--- src/rtl/cpu_muldiv.sv ---
// Iterative multiply/divide unit: shift-add MUL, restoring DIVU/DIVS/MODU/MODS.
// Define MULDIV_FAST_MUL_EN to replace the iterative MUL with a single-cycle multiply.
module cpu_muldiv #(
  parameter int WIDTH = 32,
  localparam int CNT_W = $clog2(WIDTH) + 1
) (
  input  logic             clock,
  input  logic             reset,
  input  logic             start,
  input  logic [2:0]       op,
  input  logic [WIDTH-1:0] data_a,
  input  logic [WIDTH-1:0] data_b,
  input  logic             kill,
  output logic             busy,
  output logic             done,
  output logic [WIDTH-1:0] result
);

  localparam logic [2:0] S_IDLE = 3'd0;
  localparam logic [2:0] S_MUL  = 3'd1;
  localparam logic [2:0] S_DIV  = 3'd2;
  localparam logic [2:0] S_FIX  = 3'd3;
  localparam logic [2:0] S_DONE = 3'd4;

  localparam logic [2:0] OP_MUL  = 3'b000;
  localparam logic [2:0] OP_DIVU = 3'b001;
  localparam logic [2:0] OP_DIVS = 3'b010;
  localparam logic [2:0] OP_MODU = 3'b011;
  localparam logic [2:0] OP_MODS = 3'b100;

  localparam logic [WIDTH-1:0] MOST_NEG = {1'b1, {(WIDTH-1){1'b0}}};

  logic [2:0]       r_state;
  logic [2:0]       r_op;
  logic             r_sa;
  logic             r_sb;
  logic [WIDTH-1:0] r_a;
  logic [WIDTH-1:0] r_b;
  logic [WIDTH:0]   r_rem;
  logic [CNT_W-1:0] r_cnt;
  logic [WIDTH-1:0] r_result;

  function automatic logic [WIDTH-1:0] f_neg_if(input logic [WIDTH-1:0] v, input logic en);
    return en ? (~v + 1'b1) : v;
  endfunction

  logic             w_signed_op;
  logic             w_sa;
  logic             w_sb;
  logic             w_spec;
  logic [WIDTH-1:0] w_spec_val;
  logic [WIDTH+1:0] w_sh;
  logic             w_ge;
  logic [WIDTH:0]   w_diff;
  logic [WIDTH-1:0] w_fix_val;

  assign w_signed_op = (op == OP_DIVS) || (op == OP_MODS);
  assign w_sa        = w_signed_op && data_a[WIDTH-1];
  assign w_sb        = w_signed_op && data_b[WIDTH-1];

  // Special cases bypass iteration entirely and complete the cycle after start.
  always_comb begin
    w_spec     = 1'b0;
    w_spec_val = '0;
    if (op > OP_MODS) begin
      w_spec = 1'b1;
    end else if (op != OP_MUL && data_b == '0) begin
      w_spec     = 1'b1;
      w_spec_val = (op == OP_DIVU || op == OP_DIVS) ? '1 : data_a;
    end else if (w_signed_op && data_a == MOST_NEG && data_b == '1) begin
      w_spec     = 1'b1;
      w_spec_val = (op == OP_DIVS) ? MOST_NEG : '0;
    end
  end

  // Restoring step: shift in the next dividend bit, subtract if the divisor fits.
  assign w_sh   = {r_rem, r_a[WIDTH-1]};
  assign w_ge   = w_sh >= {2'b00, r_b};
  assign w_diff = w_sh[WIDTH:0] - {1'b0, r_b};

  always_comb begin
    case (r_op)
      OP_DIVU: w_fix_val = r_a;
      OP_DIVS: w_fix_val = f_neg_if(r_a, r_sa ^ r_sb);
      OP_MODU: w_fix_val = r_rem[WIDTH-1:0];
      OP_MODS: w_fix_val = f_neg_if(r_rem[WIDTH-1:0], r_sa);
      default: w_fix_val = r_rem[WIDTH-1:0];
    endcase
  end

`ifdef MULDIV_FAST_MUL_EN
  logic [WIDTH-1:0] w_prod;
  assign w_prod = data_a * data_b;
`endif

  always_ff @(posedge clock) begin
    if (reset) begin
      r_state  <= S_IDLE;
      r_op     <= '0;
      r_sa     <= 1'b0;
      r_sb     <= 1'b0;
      r_a      <= '0;
      r_b      <= '0;
      r_rem    <= '0;
      r_cnt    <= '0;
      r_result <= '0;
    end else begin
      case (r_state)
        S_IDLE: begin
          if (start && !kill) begin
            r_op <= op;
            r_sa <= w_sa;
            r_sb <= w_sb;
            if (w_spec) begin
              r_result <= w_spec_val;
              r_state  <= S_DONE;
            end else if (op == OP_MUL) begin
`ifdef MULDIV_FAST_MUL_EN
              r_rem   <= {1'b0, w_prod};
              r_state <= S_FIX;
`else
              r_a     <= data_a;
              r_b     <= data_b;
              r_rem   <= '0;
              r_cnt   <= CNT_W'(WIDTH - 1);
              r_state <= S_MUL;
`endif
            end else begin
              r_a     <= f_neg_if(data_a, w_sa);
              r_b     <= f_neg_if(data_b, w_sb);
              r_rem   <= '0;
              r_cnt   <= CNT_W'(WIDTH - 1);
              r_state <= S_DIV;
            end
          end
        end
        S_MUL: begin
          if (kill) begin
            r_state <= S_IDLE;
          end else begin
            if (r_b[0]) r_rem <= {1'b0, r_rem[WIDTH-1:0] + r_a};
            r_a <= {r_a[WIDTH-2:0], 1'b0};
            r_b <= {1'b0, r_b[WIDTH-1:1]};
            if (r_cnt == '0) r_state <= S_FIX;
            else             r_cnt   <= r_cnt - 1'b1;
          end
        end
        S_DIV: begin
          if (kill) begin
            r_state <= S_IDLE;
          end else begin
            r_rem <= w_ge ? w_diff : w_sh[WIDTH:0];
            r_a   <= {r_a[WIDTH-2:0], w_ge};
            if (r_cnt == '0) r_state <= S_FIX;
            else             r_cnt   <= r_cnt - 1'b1;
          end
        end
        S_FIX: begin
          if (kill) begin
            r_state <= S_IDLE;
          end else begin
            r_result <= w_fix_val;
            r_state  <= S_DONE;
          end
        end
        default: r_state <= S_IDLE;
      endcase
    end
  end

  assign busy   = (r_state == S_MUL) || (r_state == S_DIV) || (r_state == S_FIX);
  assign done   = (r_state == S_DONE);
  assign result = r_result;

endmodule
--- config.mk ---
export PLATFORM = sky130hd
export DESIGN_NAME = cpu_muldiv
export DESIGN_NICKNAME = d
export VERILOG_FILES = /design/src/rtl/cpu_muldiv.sv
export SDC_FILE = /design/constraint.sdc
export NUM_CORES = 1
export LEC_CHECK = 0
export CAP_MARGIN = 20
export CORE_ASPECT_RATIO = 0.7
export CORE_MARGIN = 2
export CORE_UTILIZATION = 30
export CTS_BUF_LIST = sky130_fd_sc_hd__clkbuf_8
export CTS_CLUSTER_SIZE = 8
export DETAILED_ROUTE_END_ITERATION = 8
export GPL_TIMING_DRIVEN = 0
export HOLD_SLACK_MARGIN = 0.08
export MAX_ROUTING_LAYER = met4
export PLACE_DENSITY_LB_ADDON = 0.3
export SYNTH_ARGS = -nofsm -noshare
export SYNTH_HDL_FRONTEND = slang
export SYNTH_SLANG_ARGS = --single-unit
--- constraint.sdc ---
create_clock -name clock -period 4.7 [get_ports clock]
set_clock_uncertainty 0.05 [all_clocks]
set_input_delay 0.47 -clock clock [delete_from_list [all_inputs] [get_ports clock]]
set_output_delay 0.47 -clock clock [all_outputs]
set_load 0.01 [all_outputs]
==> flow_metrics.env <==
export IMPL_status="finished, final reports clean"
export IMPL_vias_per_cell=5.922
export IMPL_rsz0062_at_grt="no"
export IMPL_wl_per_cell_um=22.36
export IMPL_swShare_pct=45.79
export IMPL_cts_root_buf="clkbuf_8"
export IMPL_synthFlopType="dfxtp_1"
export IMPL_power_switching_mw=2.399
export IMPL_ant_nets=0
export IMPL_drive_above_1_share_pct=5.444
export IMPL_setup_viol=0
export IMPL_worstSetupStartpointType="register"
export IMPL_crit_chain="inv_1, ha_1, inv_1, fa_1, a21o_1, a22o_1, o221a_2, o21a_1, a211oi_2, and2_1, clkbuf_1, a222oi_1, a211oi_1"
export IMPL_fin_crit_sh_pct=93.50
export IMPL_comb_power_share_pct=49.1
export IMPL_n_antenna_cell=0
export IMPL_synth_yosys_warnings=0
export IMPL_p_per_area_mw_per_mm2=325.1
export IMPL_cts_setup_buffers=0
export IMPL_clock_latency_ps=500
export IMPL_fmaxAchievable_ghz=0.2276
export IMPL_min_path_type="in2reg"
export IMPL_synth_compound_area_share_pct=33.55
export IMPL_grt_pass1_wl_um=90670
export IMPL_drc_errors=0
export IMPL_numCtsBuffers=17
export IMPL_drv_slew=0
export IMPL_syn_to_final_growth_pct=16.26
export IMPL_cts_htree_levels=4
export IMPL_clock_sinks=143
export IMPL_yosysSeqAreaShare_pct=20.65
export IMPL_relSlewSlack_pct=21.78
export IMPL_period_minus_slack_ps=4394
export IMPL_cts_buffer_depth=2
export IMPL_core_area_mm2=0.04530
export IMPL_rows=65
export IMPL_dp_hpwl_um=49100
export IMPL_routed_wl_um=60300
export IMPL_synthesis_nets=2101
export IMPL_drv_cap=0
export IMPL_drt_iter0_drc=2136
export IMPL_cts_tree="done"
export IMPL_grt_use_total_pct=25.56
export IMPL_vdd_ir_drop_worst_v=0.0002096
export IMPL_first_pass_iters=8
export IMPL_final_common_cell="nor2_1"
export IMPL_clk_pin_slew_ps=100
export IMPL_dieArea_mm2=0.04797
export IMPL_grt_max_degree=17
export IMPL_synth_xor_area_share_pct=8.151
export IMPL_power_total_mw=5.239
export IMPL_crit_type="reg2reg"
export IMPL_via_count=15970
export IMPL_p_int_mw=2.840
export IMPL_synthesis_area_mm2=0.01386
export IMPL_nets=2224
export IMPL_synth_top_family_by_area="compound AO/OA/AOI/OAI gates"
export IMPL_final_util_pct=35.58
export IMPL_ys_types=83
export IMPL_synth_avg_cell_area_um2=7.080
export IMPL_synthMuxAreaShare_pct=1.309
export IMPL_synth_edf_count=0
export IMPL_cpPeakStageDelay_ps=540
export IMPL_gp_congestion=0.9839
export IMPL_cp_common_cell="inv_1"
export IMPL_synthCells=1958
export IMPL_floorplan_initialDensity_pct=30.60
export IMPL_synthAdderAreaFrac_pct=6.679
export IMPL_crit_slowest_cell="a211oi_2"
export IMPL_finalHoldViolations=0
export IMPL_worst_path_max_fanout=10
export IMPL_fillCellCount=4833
export IMPL_cp_end_kind="register"
export IMPL_overflow=0
export IMPL_postSynth_asyncResetShare_pct=0
export IMPL_io_pins=105
export IMPL_synth_simple_area_share_pct=23.65
export IMPL_tightest_slew_ps=1164
export IMPL_die_w_um=260.9
export IMPL_p_leak_nw=5.875
export IMPL_port_buffers=102
export IMPL_final_cell_mix="nor2_1 (305), a21oi_1 (213), o21ai_0 (170)"
export IMPL_p_clk_share_pct=22.3
export IMPL_pwr_share_seq_pct=28.6
export IMPL_grt_pass1_vias=14220
export IMPL_crit_required_ps=5060
export IMPL_antenna_found_initial=0
export IMPL_ys_ff_latch=143
export IMPL_cp_data_arrival_time_ps=4750
export IMPL_die_height_um=183.8
-- sequential cells by signal, indices dropped and copies added, names as in the netlist --
name     cells
r_op         3
r_state      3
r_rem       33
r_sb         1
r_a         32
r_cnt        6
r_b         32
r_sa         1
result      32
-- worst max-delay path: cells and delay by family, from the launching register on --
kind	cells	cell delay [ps]
AO/OA/AOI/OAI	7	2030
adder cells (fa/ha/maj)	2	620
buffers and inverters	3	850
flip-flops	1	450
AND/OR/NAND/NOR	1	280
-- power by group through the flow --
stage	Combinational [mW]	Clock, mW	Sequential [mW]
after CTS	2.49	1.18	1.49
final	2.57	1.17	1.50
after global routing	2.80	1.23	1.51
after global placement	2.47	0	1.52
after floorplan	1.73	0	1.45
after detailed placement	2.47	0	1.52
-- synth_stat cells, drive strengths merged (26+ instances only) --
cell / count / share of area, %
dfxtp: 143 / 21
xor2: 44 / 2.8
nor2: 305 / 8.3
ha: 70 / 6.3
buf: 26 / 1.2
clkbuf: 101 / 2.7
a211oi: 80 / 4.4
o21ai: 175 / 6.3
a311oi: 29 / 2.9
xnor2: 85 / 5.4
a21o: 30 / 1.6
a21oi: 213 / 7.7
nor3: 56 / 2.2
nand2: 111 / 3.0
nand3: 36 / 1.3
inv: 76 / 2.1
nand4: 27 / 1.2
-- logic make-up after synthesis --
family,count (synthesis)
and+or+nand+nor,689
xor gates and xnor gates,129
AOI/OAI and AO/OA,703
muxes,18
buffers and inverters,203
DFF,143
adders and majority gates,73
-- per-stage QoR --
stage	setup WS, ps	area, um^2	TNS (ps)	hold WS, ps	instances
floorplan	1359	13860	0	386.3	1958
global placement	-466.3	15640	-31250	395.6	2663
detailed placement	-30.80	15640	-34.36	396.3	2663
CTS	106.2	16080	0	361.5	2695
global route	158.3	16120	0	415.5	2697
finish	305.7	16120	0	405.6	2697
-- final timing paths --
path                    end  slack (ps)  cells after the start    start
setup / recovery  r_rem[20]         310                     13  r_a[31]
setup reg to reg  r_rem[20]         310                     13  r_a[31]
hold / removal      r_op[2]         410                      3    op[2]
hold reg to reg     r_b[31]         410                      2  r_b[31]
-- layout make-up --
type	instances	area, um^2	area share, %
Timing Repair Buffer	104	1049	6.506
Inverter	76	285.3	1.770
Sequential cell	143	2863	17.76
Buffer	127	548.0	3.401
Multi-Input combinational cell	1612	10180	63.14
Clock inverter	14	192.7	1.196
Tap cell	603	754.5	4.682
Clock buffer	18	247.7	1.537
-- layer usage --
layer  GRT usage, %  vias to the layer above  part of all wire, %
li1               -                     7453                    -
met1          39.03                     7709                   50
met2          33.85                      773                   39
met3          5.542                       36                   10
met4          4.069                        0                  1.0
met5              -                        -                    0
-- repair_timing --
action,CTS,global route
gates resized for setup,0,1
endpoints found under the setup margin,0,10
hold buffers,0,0
No activity file was read; power rests on OpenSTA's default activity.
